File: config.mk
export PLATFORM = sky130hd
export DESIGN_NAME = opc_intc
export DESIGN_NICKNAME = d
export VERILOG_FILES = /design/src/rtl/opc_intc_pkg.sv /design/src/rtl/opc_prio_enc.sv /design/src/rtl/opc_intc.sv
export SDC_FILE = /design/constraint.sdc
export NUM_CORES = 1
export LEC_CHECK = 0
export ABC_AREA = 1
export BUFFER_PORTS_ARGS = -buffer_cell sky130_fd_sc_hd__buf_2
export CAP_MARGIN = 30
export CORE_ASPECT_RATIO = 0.5
export CORE_MARGIN = 4
export CORE_UTILIZATION = 45
export DETAILED_ROUTE_END_ITERATION = 16
export PLACE_DENSITY = 0.73
export SYNTH_ARGS = -nofsm -noshare
export SYNTH_HDL_FRONTEND = slang
export SYNTH_SLANG_ARGS = --single-unit
File: constraint.sdc
create_clock -name clk -period 3.95 [get_ports clk]
set_input_delay 0.395 -clock clk [delete_from_list [all_inputs] [get_ports clk]]
set_output_delay 0.395 -clock clk [all_outputs]
set_load 0.03 [all_outputs]
File: src/rtl/opc_intc_pkg.sv
`default_nettype none
// ============================================================================
// Module      : opc_intc_pkg
// Description : Shared definitions for the opc_intc interrupt controller:
//               register offsets, FSM state encoding and a lowest-set-bit
//               priority encode helper.
// Revision    : 1.0 - initial release
// ============================================================================
package opc_intc_pkg;

    typedef logic [1:0] reg_addr_t;

    // Register map (CPU I/O space offsets)
    localparam reg_addr_t REG_PENDING = 2'd0;
    localparam reg_addr_t REG_MASK    = 2'd1;
    localparam reg_addr_t REG_EDGE    = 2'd2;
    localparam reg_addr_t REG_ACTIVE  = 2'd3;

    // Request FSM encoding
    localparam logic [0:0] IDLE = 1'b0;
    localparam logic [0:0] REQ  = 1'b1;

    // Index of the lowest set bit (bit 0 = highest priority); 0 when empty.
    function automatic int unsigned lowest_set(input logic [31:0] vec);
        int unsigned idx;
        idx = 0;
        for (int i = 31; i >= 0; i--) begin
            if (vec[i]) begin
                idx = i;
            end
        end
        return idx;
    endfunction

endpackage
`default_nettype wire

File: src/rtl/opc_prio_enc.sv
`default_nettype none
// ============================================================================
// Module      : opc_prio_enc
// Description : Fixed-priority encoder; reports whether any bit is set and
//               the index of the lowest set bit.
// Ports       : vec   - input vector (WIDTH bits, WIDTH <= 32)
//               valid - at least one bit of vec is set
//               idx   - index of the lowest set bit (0 when valid=0)
// Revision    : 1.0 - initial release
// ============================================================================
module opc_prio_enc
    import opc_intc_pkg::*;
#(
    parameter int WIDTH = 8,
    parameter int IDX_W = (WIDTH > 1) ? $clog2(WIDTH) : 1
) (
    input  logic [WIDTH-1:0] vec,
    output logic             valid,
    output logic [IDX_W-1:0] idx
);

    logic [31:0] w_ext;

    assign w_ext = 32'(vec);
    assign valid = |vec;
    assign idx   = IDX_W'(lowest_set(w_ext));

endmodule
`default_nettype wire

File: src/rtl/opc_intc.sv
`default_nettype none
// ============================================================================
// Module      : opc_intc
// Description : N-channel interrupt controller. Latches level/edge requests,
//               masks them, arbitrates by fixed priority with nesting and
//               presents one request plus vector address to the core.
// Ports       : clk, reset (sync, active high), clken (global enable)
//               irq_in              - raw peripheral requests
//               reg_sel/rnw/addr/wdata/rdata - CPU I/O register port
//               int_req/int_vec     - request and vector to the core
//               int_ack             - core entering its INT state
//               eoi                 - end of interrupt (RTI)
// Revision    : 1.0 - initial release
// ============================================================================
module opc_intc
    import opc_intc_pkg::*;
#(
    parameter int                NUM_IRQ    = 8,
    parameter int                ADDR_W     = 20,
    parameter int                DATA_W     = 32,
    parameter logic [ADDR_W-1:0] VEC_BASE   = ADDR_W'(2),
    parameter int                VEC_STRIDE = 2
) (
    input  logic               clk,
    input  logic               reset,
    input  logic               clken,
    input  logic [NUM_IRQ-1:0] irq_in,
    input  logic               reg_sel,
    input  logic               reg_rnw,
    input  logic [1:0]         reg_addr,
    input  logic [DATA_W-1:0]  reg_wdata,
    output logic [DATA_W-1:0]  reg_rdata,
    output logic               int_req,
    output logic [ADDR_W-1:0]  int_vec,
    input  logic               int_ack,
    input  logic               eoi
);

    localparam int c_IDX_W = (NUM_IRQ > 1) ? $clog2(NUM_IRQ) : 1;

    logic [NUM_IRQ-1:0] r_pending;
    logic [NUM_IRQ-1:0] r_mask;
    logic [NUM_IRQ-1:0] r_edge;
    logic [NUM_IRQ-1:0] r_active;
    logic [NUM_IRQ-1:0] r_irq_prev;
    logic [0:0]         r_state;
    logic [c_IDX_W-1:0] r_grant;
    logic               r_req;
    logic [ADDR_W-1:0]  r_vec;

    logic               w_wr;
    logic [NUM_IRQ-1:0] w_wdata;
    logic [NUM_IRQ-1:0] w_sw_clr;
    logic [NUM_IRQ-1:0] w_rise;
    logic [NUM_IRQ-1:0] w_eligible;
    logic               w_elig_valid;
    logic [c_IDX_W-1:0] w_elig_idx;
    logic               w_act_valid;
    logic [c_IDX_W-1:0] w_act_idx;
    logic               w_cand;
    logic               w_ack_fire;
    logic [NUM_IRQ-1:0] w_ack_bit;
    logic [NUM_IRQ-1:0] w_eoi_bit;
    logic [NUM_IRQ-1:0] w_pending_nxt;
    logic [NUM_IRQ-1:0] w_active_nxt;
    logic [ADDR_W-1:0]  w_vec;

    assign w_wr    = reg_sel & ~reg_rnw;
    assign w_wdata = reg_wdata[NUM_IRQ-1:0];

    // Register bits above NUM_IRQ carry no state.
    generate
        if (DATA_W > NUM_IRQ) begin : g_wdata_unused
            logic w_unused_wdata;
            assign w_unused_wdata = ^reg_wdata[DATA_W-1:NUM_IRQ];
        end
    endgenerate

    // Write-1-to-clear only reaches edge channels.
    assign w_sw_clr = (w_wr && reg_addr == REG_PENDING) ? (w_wdata & r_edge) : '0;
    assign w_rise   = irq_in & ~r_irq_prev;

    assign w_eligible = r_pending & r_mask;

    opc_prio_enc #(.WIDTH(NUM_IRQ), .IDX_W(c_IDX_W)) u_enc_elig (
        .vec   (w_eligible),
        .valid (w_elig_valid),
        .idx   (w_elig_idx)
    );

    opc_prio_enc #(.WIDTH(NUM_IRQ), .IDX_W(c_IDX_W)) u_enc_active (
        .vec   (r_active),
        .valid (w_act_valid),
        .idx   (w_act_idx)
    );

    // Nesting: only channels strictly above the highest-priority in-service
    // channel may interrupt.
    assign w_cand = w_elig_valid && (!w_act_valid || (w_elig_idx < w_act_idx));

    assign w_ack_fire = (r_state == REQ) && int_ack;
    assign w_ack_bit  = w_ack_fire ? (NUM_IRQ'(1) << r_grant) : '0;
    assign w_eoi_bit  = (eoi && w_act_valid) ? (NUM_IRQ'(1) << w_act_idx) : '0;

    // Edge channels: a new rising edge beats any clear in the same cycle.
    assign w_pending_nxt = (r_edge & (w_rise | (r_pending & ~(w_sw_clr | (w_ack_bit & r_edge)))))
                         | (~r_edge & irq_in);

    // EOI clears first, then the ack sets.
    assign w_active_nxt = (r_active & ~w_eoi_bit) | w_ack_bit;

    assign w_vec = VEC_BASE + ADDR_W'(w_elig_idx) * ADDR_W'(VEC_STRIDE);

    always_ff @(posedge clk) begin
        if (reset) begin
            r_pending  <= '0;
            r_mask     <= '0;
            r_edge     <= '0;
            r_active   <= '0;
            r_irq_prev <= '0;
            r_state    <= IDLE;
            r_grant    <= '0;
            r_req      <= 1'b0;
            r_vec      <= VEC_BASE;
        end else if (clken) begin
            r_irq_prev <= irq_in;
            r_pending  <= w_pending_nxt;
            r_active   <= w_active_nxt;
            if (w_wr && reg_addr == REG_MASK) begin
                r_mask <= w_wdata;
            end
            if (w_wr && reg_addr == REG_EDGE) begin
                r_edge <= w_wdata;
            end
            case (r_state)
                IDLE: begin
                    if (w_cand) begin
                        r_grant <= w_elig_idx;
                        r_vec   <= w_vec;
                        r_req   <= 1'b1;
                        r_state <= REQ;
                    end
                end
                default: begin
                    // A higher-priority arrival does not preempt; only ack
                    // or loss of eligibility leaves REQ.
                    if (int_ack || !w_eligible[r_grant]) begin
                        r_req   <= 1'b0;
                        r_state <= IDLE;
                    end
                end
            endcase
        end
    end

    always_comb begin
        reg_rdata = '0;
        case (reg_addr)
            REG_PENDING: reg_rdata[NUM_IRQ-1:0] = r_pending;
            REG_MASK:    reg_rdata[NUM_IRQ-1:0] = r_mask;
            REG_EDGE:    reg_rdata[NUM_IRQ-1:0] = r_edge;
            default:     reg_rdata[NUM_IRQ-1:0] = r_active;
        endcase
    end

    assign int_req = r_req;
    assign int_vec = r_vec;

endmodule
`default_nettype wire

# Word-level counts from Yosys, hierarchy flattened
# Index checks and enable logic that the tools add are counted.
# totals
in_bits	49
wordCells	82
regBits	65
output_inout_bits	53
# classes
n_lt_le_gt_ge	2
n_bitwise	19
n_addsub	1
n_mux	28
eq_ne	3
n_shift	2
n_reduce_logical	18
# op_table
op	n
$and 8x8->8	8
$mux 3	16
$not 8->8	4
$or 8x8->8	4
$mux 8	3
$pmux 8 s3	1
$reduce_or 8->1	2
$shl 1x3->8 const A	2
$mux 1	7
$logic_and 1x1->1	6
$reduce_and 3->1	2
$add 2x4->5 const A	1
$lt 3x4->1 const B	1
$reduce_and 2->1	2
$bmux 1 s3	1
$lt 3x3->1	1
$eq 2x1->1 const B	1
$eq 2x2->1 const B	1
$logic_not 1->1	2
$logic_not 2->1	1
$logic_or 1x1->1	2
$ne 2x1->1 const B	1
$not 1->1	2
$reduce_bool 2->1	1
$and 1x1->1	1

# Longest topological paths before layout
# Gate-level depths: netlist of the first run.
# logic_depth
ltp_word	14
depth_mapped	16
depth_no_buf	16

# Cells and area by module
# From an unflattened synthesis of the first run, not the netlist that was laid out.
# unflattened
hier_cells	436
hier_area_um2	2895.3
# modules_own_cells
mod	cells_each	area_each_um2	seq_area_each_um2	n_inst
opc_intc	392	2697.6	980.9	1
opc_prio_enc	22	98.8	0.0	2

# Worst setup path before layout of the first run
# OpenSTA, ideal clock, no wires.
# synth_path
path_kind	register -> register
start	register r_active[0]
end	register r_vec[1], in the netlist int_vec[1]
setup_time_ps	129
path_stages_with_launch	10
period_less_slack_ps	1793
n_path_buf	0
path_slack_ps	2157
required_time_ps	3821
arrival_ps	1664
cell_sequence	dfxtp_1 nor4_4 nand2_1 ha_1 a21oi_1 nand2_2 nand2_4 nand2_4 nand2_1 nand3_1
# synth_via
elab_chain_len	5
elab_cells_between_ends	7
cone_classes	order compare (1); mux (1); reduce/logical (5)
# synth_lines
item	line	source
start, declared	opc_intc.sv:44	logic [NUM_IRQ-1:0] r_active;
start signal, assigned	opc_intc.sv:128	r_active <= w_active_nxt;
$mux 3 or $reduce_or 8->1 (tied branches)	opc_intc_pkg.sv:28, opc_prio_enc.sv:25	
$lt 3x3->1 or $logic_not 1->1 (tied branches)	opc_intc.sv:99	assign w_cand = w_elig_valid && (!w_act_valid || (w_elig_idx < w_act_idx));
$logic_or 1x1->1 *	opc_intc.sv:99	
$logic_and 1x1->1 *	opc_intc.sv:99	
$reduce_and 3->1 (no line) *	--	
end signal, assigned	opc_intc.sv:139	r_vec <= w_vec;
end, declared	opc_intc.sv:49	logic [ADDR_W-1:0] r_vec;
# Every way passes the cells marked *; elsewhere a longest branch is shown, timed or not.
# A chain may end at the register's enable or synchronous reset.

# Final worst setup path of the first run
# layout_path
start	input port reg_addr[0]
end	output port reg_rdata[0]
# layout_via
elab_chain_len	2
elab_cells_between_ends	4
cone_classes	eq/ne (2); mux (1); reduce/logical (1)
# layout_lines
item	line	source
start, declared	opc_intc.sv:30	input logic [1:0] reg_addr,
$eq 2x2->1 (tied with other cells)	opc_intc.sv:158	case (reg_addr)
$pmux 8 s3 *	opc_intc.sv:158	
end, declared	opc_intc.sv:32	output logic [DATA_W-1:0] reg_rdata,
# Marks and branches as above.

==> results, run 1 <==
- The maximum number of pins on one net before global-route repair is 35.
- For this block, the routed nets add up to approximately 7.0 mm of wire.
- The die is roughly 120 µm wide.
- The type of element launching the critical path is an input port.
- The library cell used most frequently in the layout, excluding fill and tap cells, is nand2_1.
- The post-synthesis instance area is roughly 2900 µm².
- The share of final-layout standard cells stronger than drive strength 1 is 18.4%.
- The worst-case IR drop observed on VDD is about 0.24 mV.
- The root cell of the clock tree is clkbuf_16.
- Setup repair after global routing left no endpoint under its margin.
- Yosys printed 0 warnings.
- In the layout the commonest cells are 95 x nand2_1, 49 x dfxtp_1, 43 x a21oi_1, 40 x conb_1, 37 x buf_2.
- The clock slew at the register clock pins of the worst setup and hold paths is approximately 0.06 ns.
- The total track usage is 17.7%.
- The required arrival time at the worst endpoint is around 3.6 ns.
- The die covers 7830 µm².
- In this run, the number of DRC markers left after iteration 0 of detailed routing was about 180.
- In the final routed layout, each cell accounts on average for about 13 µm.
- The number of violations of the max-capacitance limit is 0.
- The CTS tree is built.
- No sink is reached through more buffers than the 2 on the longest clock path.
- After clock tree synthesis, the flow added hold-fix buffers numbering 0.
- The number of antenna violations at the first check in global routing is 0.
- The part of the Yosys area used for sequential elements is between 30% and 40%.
- The H-tree was split into 2 levels.
- The count of filler cells inserted in the layout is 615.
- Clock tree synthesis inserted a total of 5 buffers.
- Static timing analysis puts the maximum clock frequency at 470 MHz.
- The max-slew violation total from the final report is 0.
- The floorplan step defined a core boundary enclosing slightly above 6000 µm².
- The count of unique library cells instantiated by Yosys is 35.
- The total congestion overflow is 0.
- The area overhead of the layout relative to synthesis is 9.64%.
- The transition time at the pin with the least slew margin is between 0.8 and 0.9 ns.
- The number of nets at the end of the flow is 496.
- The completed layout was analyzed and its total power is ~1.2 mW.
- The number of detailed-route iterations in the first pass is 5.
- After legalization and detailed placement, the total HPWL measured between 5 and 6 mm.
- The count of non-filler cells in the finished layout is 533.
- The final critical-path share of the clock period is between 50 and 60%.
- The post-placement cell area is about 3000 µm².
- In this run, post-CTS repair resized a total of 0 instances.
- At the end of routability-driven placement, the weighted congestion stood at between 0.9 and 1.
- Post-CTS timing repair inserted 0 buffers for setup.
- The routed design could run at a clock period as short as between 2 and 2.5 ns.
- The leakage power figure is approximately 1.4 nW.
- The type of the most critical hold path is input port to register.
- The count of nets left with antenna violations once routing finished came out at 0.
- In this run the tightest slew margin relative to its limit is around 45%.
- The number of rows in the core area is 20.
- After detailed routing, the number of remaining DRC violations is 0.
- CTS saw 49 sinks.
- The global-route wire length before repair is about 11 mm.
- The flow ran to the end, and the final reports show no timing, DRC or antenna violations.
- The flip-flop and latch count after synthesis is 49.
- The number of global-route vias before repair came to 2,366.
- For the worst setup path, the data arrival time is roughly 1.7 ns.
- The via density per instance is between 5 and 6.
- The multi-input combinational cells in the finished layout cover a total of 1590 µm².
- By startpoint and endpoint, the worst setup path is classified as input port to output pin.
- The cell total after placement is roughly 530.
- Pin placement for this block handled 102 I/O pins.
- The final hold slack is between 0.3 and 0.4 ns.
- The cell area power density is roughly 370 nW/µm².
- Summing over every cut layer, the via total after detailed routing is between 2,000 and 3,000.
- From bottom edge to top edge, the die measures about 65 µm.
- The worst setup path is captured at an output pin.
- After synthesis, the mean cell area works out to about 7 µm².
- The clock skew after layout is approximately 0.005 ns.
- The highest net fanout along the worst path is 12.
- Synthesis produced about 410 cells.
- The count of port buffers added during placement is 37.
- Registers take about 1000 µm².
- The initial core utilization is between 40% and 50%.
- The summed negative setup slack over all endpoints is 0 ns.
- The hold violation count in the final report is 0.
- Setup violations remaining at the end of the flow were counted as 0.
- The later-pin clock latency in the skew report is between 0.2 and 0.3 ns.
- The number of antenna diodes is 0.
- The final non-filler cell area is 3160 µm².
==> critical path, stage by stage <==
cell      delay [ns]
buf_2           0.12
nor2_1          0.63
a221oi_1        0.20
o21ai_0         0.15
buf_2           0.24
==> final timing paths <==
| check | cells after the start | slack (ns) | end | start |
|---|---|---|---|---|
| worst max-delay path | 5 | 1.82 | reg_rdata[0] | reg_addr[0] |
| worst min-delay path | 3 | 0.37 | r_edge[3]$_SDFFE_PP0P_ | reg_wdata[3] |
| worst max register to register | 14 | 1.90 | int_vec[1]$_SDFFE_PP1P_ | r_mask[5]$_SDFFE_PP0P_ |
| worst min register to register | 2 | 0.45 | int_vec[1]$_SDFFE_PP1P_ | int_vec[1]$_SDFFE_PP1P_ |
==> cell type report <==
class,count,area share [%]
inverters,30,3.56
flip-flops and latches,49,31.0
multi-input cells,320,50.3
well taps,88,3.49
clock inverters,1,0.950
clock buffers,7,4.51
repair buffers,38,6.10
==> cells by family (layout without fill, tap and decap cells) <==
family                   Yosys count  count (layout)  share of synthesized area [%]
buffers and inverters             81              76                           15.8
adder cells (fa/ha/maj)            3               3                           1.30
other                              1              40                          0.130
flip-flops                        49              49                           34.0
AO/OA/AOI/OAI                     95              95                           19.6
AND/OR/NAND/NOR                  181             181                           28.7
XOR/XNOR                           1               1                          0.304
==> registers in the layout, indices dropped and copies added (netlist names) <==
| register | count |
|---|---|
| int_req | 1 |
| int_vec | 4 |
| r_edge | 8 |
| r_active | 8 |
| r_irq_prev | 8 |
| r_state | 1 |
| r_pending | 8 |
| r_mask | 8 |
| r_grant | 3 |
==> cells in the mapped netlist <==
| cell type | n | area, µm² |
|---|---|---|
| nor3_2 | 1 | 10.0 |
| xnor2_1 | 1 | 8.76 |
| buf_1 | 2 | 7.51 |
| a221oi_1 | 1 | 8.76 |
| dfxtp_1 | 49 | 981 |
| o211ai_1 | 2 | 15.0 |
| nor4_4 | 1 | 21.3 |
| or3_1 | 1 | 6.26 |
| o31ai_1 | 3 | 22.5 |
| o21ai_0 | 28 | 140 |
| a21o_1 | 1 | 7.51 |
| nand4_1 | 5 | 31.3 |
| buf_2 | 2 | 10.0 |
| o21ai_1 | 2 | 10.0 |
| nor2_1 | 26 | 97.6 |
| a31oi_1 | 1 | 6.26 |
| ha_1 | 3 | 37.5 |
| inv_2 | 5 | 18.8 |
| a21boi_0 | 1 | 7.51 |
| a211oi_4 | 1 | 20.0 |
| a21oi_1 | 43 | 215 |
| conb_1 | 1 | 3.75 |
| a21oi_4 | 1 | 16.3 |
| o2111ai_1 | 4 | 35.0 |
| nand2_1 | 95 | 357 |
| nand2_4 | 3 | 33.8 |
| inv_1 | 25 | 93.8 |
| clkbuf_1 | 7 | 26.3 |
| a21oi_2 | 7 | 61.3 |
| buf_4 | 40 | 300 |
| nand3_1 | 30 | 150 |
| nor2_2 | 1 | 6.26 |
| nand3_2 | 1 | 10.0 |
| nor3_1 | 1 | 5.00 |
| nand2_2 | 16 | 100 |
==> where the power goes <==
| part | switching (mW) | internal [mW] | total [mW] |
|---|---|---|---|
| Clock | 0.181 | 0.317 | 0.498 |
| Sequential | 0.0106 | 0.508 | 0.519 |
| Combinational | 0.118 | 0.0328 | 0.150 |
| Total | 0.309 | 0.857 | 1.17 |
==> metrics by stage <==
stage,utilization (%),setup WS [ns]
2_1_floorplan,-,2.16
3_5_place_dp,48.7,1.70
6_report,51.5,1.82
5_1_grt,51.5,1.62
4_1_cts,51.5,1.84
3_3_place_gp,48.7,1.74
==> metal layers <==
| metal | track usage [%] | up-vias | wire (µm) |
|---|---|---|---|
| met5 | 0 | - | 0 |
| met4 | 4.19 | 0 | 77 |
| met3 | 3.40 | 9 | 691 |
| met2 | 28.5 | 133 | 2990 |
| met1 | 24.7 | 1203 | 3230 |
| li1 | - | 1346 | - |
No activity file was read; power rests on OpenSTA's default activity.
==> run 2, diff against run 1 <==
==> constraint.sdc (replaced) <==
create_clock -name clk -period 2.1 [get_ports clk]
set_input_delay 0.21 -clock clk [delete_from_list [all_inputs] [get_ports clk]]
set_output_delay 0.21 -clock clk [all_outputs]
set_load 0.03 [all_outputs]
==> run 2 against run 1 <==
Via count grew 0.74%. Setup slack lost 1.6 ns. Power grew 79%. Sequential share of layout area shrank 0.95 points. First-iteration DRC count grew 24%. Count of clock-buffer cells in the layout is the same. Clock skew grew 0.0045 ns. Flip-flop and latch count is the same.
==> results, run 2 (synthesis results as in run 1) <==
- The flow ran to the end, and the final reports show no timing, DRC or antenna violations.
- The initial core utilization is between 40% and 50%.
- The number of rows in the core area is 20.
- The endpoint identified for the worst register-to-register timing path is r_grant[1]$_SDFFE_PP0P_.
- At the end of the flow the core is filled with cells to between 50% and 60%.
- The hold violation count in the final report came to 0.
- The per-cell routed wire length is ~13 µm.
- The number of violations of the max-capacitance limit is 0.
- The floorplan step set the die height to approximately 65 µm.
- Counting every sink on the clock net gives between 40 and 50.
- Along the worst path, the maximum fanout reaches 6.
- The worst register-to-register path begins at r_mask[5]$_SDFFE_PP0P_.
- The origin of the worst min-delay path is reg_wdata[7].
- The critical path launch point is r_mask[5]$_SDFFE_PP0P_.
- The commonest non-fill, non-tap cell in the layout is nand2_1.
- The first detailed-routing pass took 5 iterations.
- From left edge to right edge, the die measures about 120 µm.
- Summing over every cut layer, the via total after detailed routing is 2,711.
- For this run, design rule violations remaining after detail routing come to 0.
- The transition time at the pin with the least slew margin is 0.569 ns.
- The number of buffers on the longest clock path is 2.
- The share of final-layout standard cells stronger than drive strength 1 is 24.2%.
- After layout, the worst path uses 91.5% of the clock period.
- The data arrival time of the critical path is 2.15 ns.
- The max-slew violation total from the final report is 0.
- The path with the worst hold slack has its endpoint at r_edge[7]$_SDFFE_PP0P_.
- For this design the ratio of total power to cell area is approximately 640 nW/µm².
- Setup violations remaining at the end of the flow were counted as 0.
- In this run, the combinational gates consume around 14% of the power.
- The total track usage is between 15 and 20%.
- The fraction of power spent switching nets is around 28%.
- The global-route wire length before repair is about 12 mm.
- The cell count of the worst hold path is 3.
- The summed negative setup slack over all endpoints is 0 ns.
- Compared with the post-synthesis result, the final layout area differs by 14.2%.
- The total overflow left after global routing is 0.
- The number of antenna diodes is 0.
- The CTS tree is built.
- Entering global routing, the biggest net connects 31 pins.
- The worst setup path is launched from a register.
- The via density per instance is between 4 and 5.
- The number of antenna violations at the first check in global routing came to 0.
- The category of the most critical setup path is register to register.
- The count of boundary I/O pins is roughly 100.
- The cell depth of the worst flop-to-flop path is 13.
- Clock latency on the worst-skew pair, taken at its later pin, is 0.29 ns.
- The fraction of power consumed by the clock network is between 30 and 40%.
- TritonCTS created 5 clock buffers.
- The switching power total is 0.592 mW.
- In this run the static leakage power is ~1.4 nW.
- The top cell types in the final layout, fill and taps aside, are 92 x nand2_1, 41 x a21oi_1, 41 x dfxtp_1, 40 x conb_1, 37 x buf_2.
- The region available for standard cell placement spans 6130 µm².
- The placer's final routability congestion estimate is 0.940.
- The final layout contains roughly 510 nets.
- The HPWL after detailed placement is approximately 5.3 mm.
- The post-detailed-routing wire length is approximately 7.3 mm.
- The level count of the clock H-tree is 2.
- After the first detailed-routing iteration, the DRC count stood at around 220.
- The tightest min-delay check is of the input port to register type.
- The maximum clock rate is 520 MHz.
- The clock skew after layout is 0.00950 ns.
- The worst IR drop on VDD is 0.342 mV.
- STA classifies the critical path endpoint as a register.
- CTS placed an instance of clkbuf_16 at the clock tree root.
- The count of buffers added on input and output ports is 37.
- Clock-pin slew was measured on the worst setup and hold paths at around 0.070 ns.
- The number of global-route vias before repair came to 2,369.
- Internal power comes to about 1.5 mW.
- In this run the remaining antenna-violating nets after routing total 0.
- The count of filler cells inserted in the layout is a little under 600.
- The post-layout minimum cycle time is 1.92 ns.
- The die area is 7830 µm².
- In this run the tightest slew margin relative to its limit is a little over 60%.
- The worst-case register-to-register setup slack is between 0.15 and 0.2 ns.
- The required arrival time at the worst endpoint is 2.33 ns.
- The portion of total power attributed to sequential cells is 46.7%.
## run 2: area by class of cell
cell class              count  area (µm²)  area share [%]
inverters                  30         113            3.42
flip-flops and latches     49         991            30.1
multi-input cells         320        1630            49.5
well taps                  88         110            3.34
repair buffers             53         305            9.27
clock buffers               7         143            4.33
## run 2: metal layers
metal / part of all wire, % / GRT usage, % / vias to the layer above
met5: 0 / 0 / -
met2: 43 / 28.7 / 115
met4: 0.87 / 3.91 / 0
met1: 46 / 27.0 / 1205
li1: - / - / 1381
met3: 9.9 / 3.57 / 10
## run 2: how the worst max path moves through the flow
| stage | endpoint | slack [ns] | cells after the start |
|---|---|---|---|
| 4_1_cts | int_vec[1]$_SDFFE_PP1P_ | 0.11 | 11 |
| 5_1_grt | r_grant[2]$_SDFFE_PP0P_ | -0.01 | 13 |
| 6_report | r_grant[1]$_SDFFE_PP0P_ | 0.18 | 13 |
| 3_5_place_dp | int_vec[1]$_SDFFE_PP1P_ | 0.12 | 11 |
| 3_3_place_gp | int_vec[1]$_SDFFE_PP1P_ | 0.14 | 11 |
| 2_1_floorplan | int_vec[1]$_SDFFE_PP1P_ | 0.31 | 9 |
## run 2: power groups by stage
| stage | logic [mW] | registers, mW | clock network [mW] |
|---|---|---|---|
| 3_5_place_dp | 0.289 | 0.996 | 0 |
| 5_1_grt | 0.333 | 0.980 | 0.858 |
| 3_3_place_gp | 0.287 | 0.995 | 0 |
| 2_1_floorplan | 0.273 | 0.994 | 0 |
| 6_report | 0.302 | 0.977 | 0.813 |
| 4_1_cts | 0.289 | 0.975 | 0.815 |
## run 2: timing repair
| action | 4_1_cts | 5_1_grt |
|---|---|---|
| setup buffers | 0 | 7 |
| endpoints found under the hold margin | 0 | 0 |
| resized for setup | 0 | 20 |
| setup endpoints to repair | 0 | 9 |
| hold buffers | 0 | 0 |
## run 2: through the flow
stage | power [mW] | instance area [µm²] | hold WS, ns | worst slack (ns) | std cells
final | 2.09 | 3290 | 0.176 | 0.178 | 547
after global routing | 2.17 | 3290 | 0.191 | -0.0127 | 547
after CTS | 2.08 | 3190 | 0.179 | 0.109 | 540
after detailed placement | 1.28 | 3050 | 0.443 | 0.120 | 533
after global placement | 1.28 | 3050 | 0.436 | 0.139 | 533
after floorplan | 1.27 | 3030 | 0.345 | 0.307 | 450
## run 2: critical path, stage by stage, from the launching register on
cell     delay (ns)
dfxtp_1        0.37
nand2_2        0.09
nand2_2        0.11
nor2_4         0.06
nor3_4         0.21
ha_1           0.28
nand2_1        0.07
inv_1          0.05
nand2_2        0.06
nand2_2        0.06
nand2_4        0.12
buf_4          0.15
nand3_1        0.08
a21oi_2        0.16
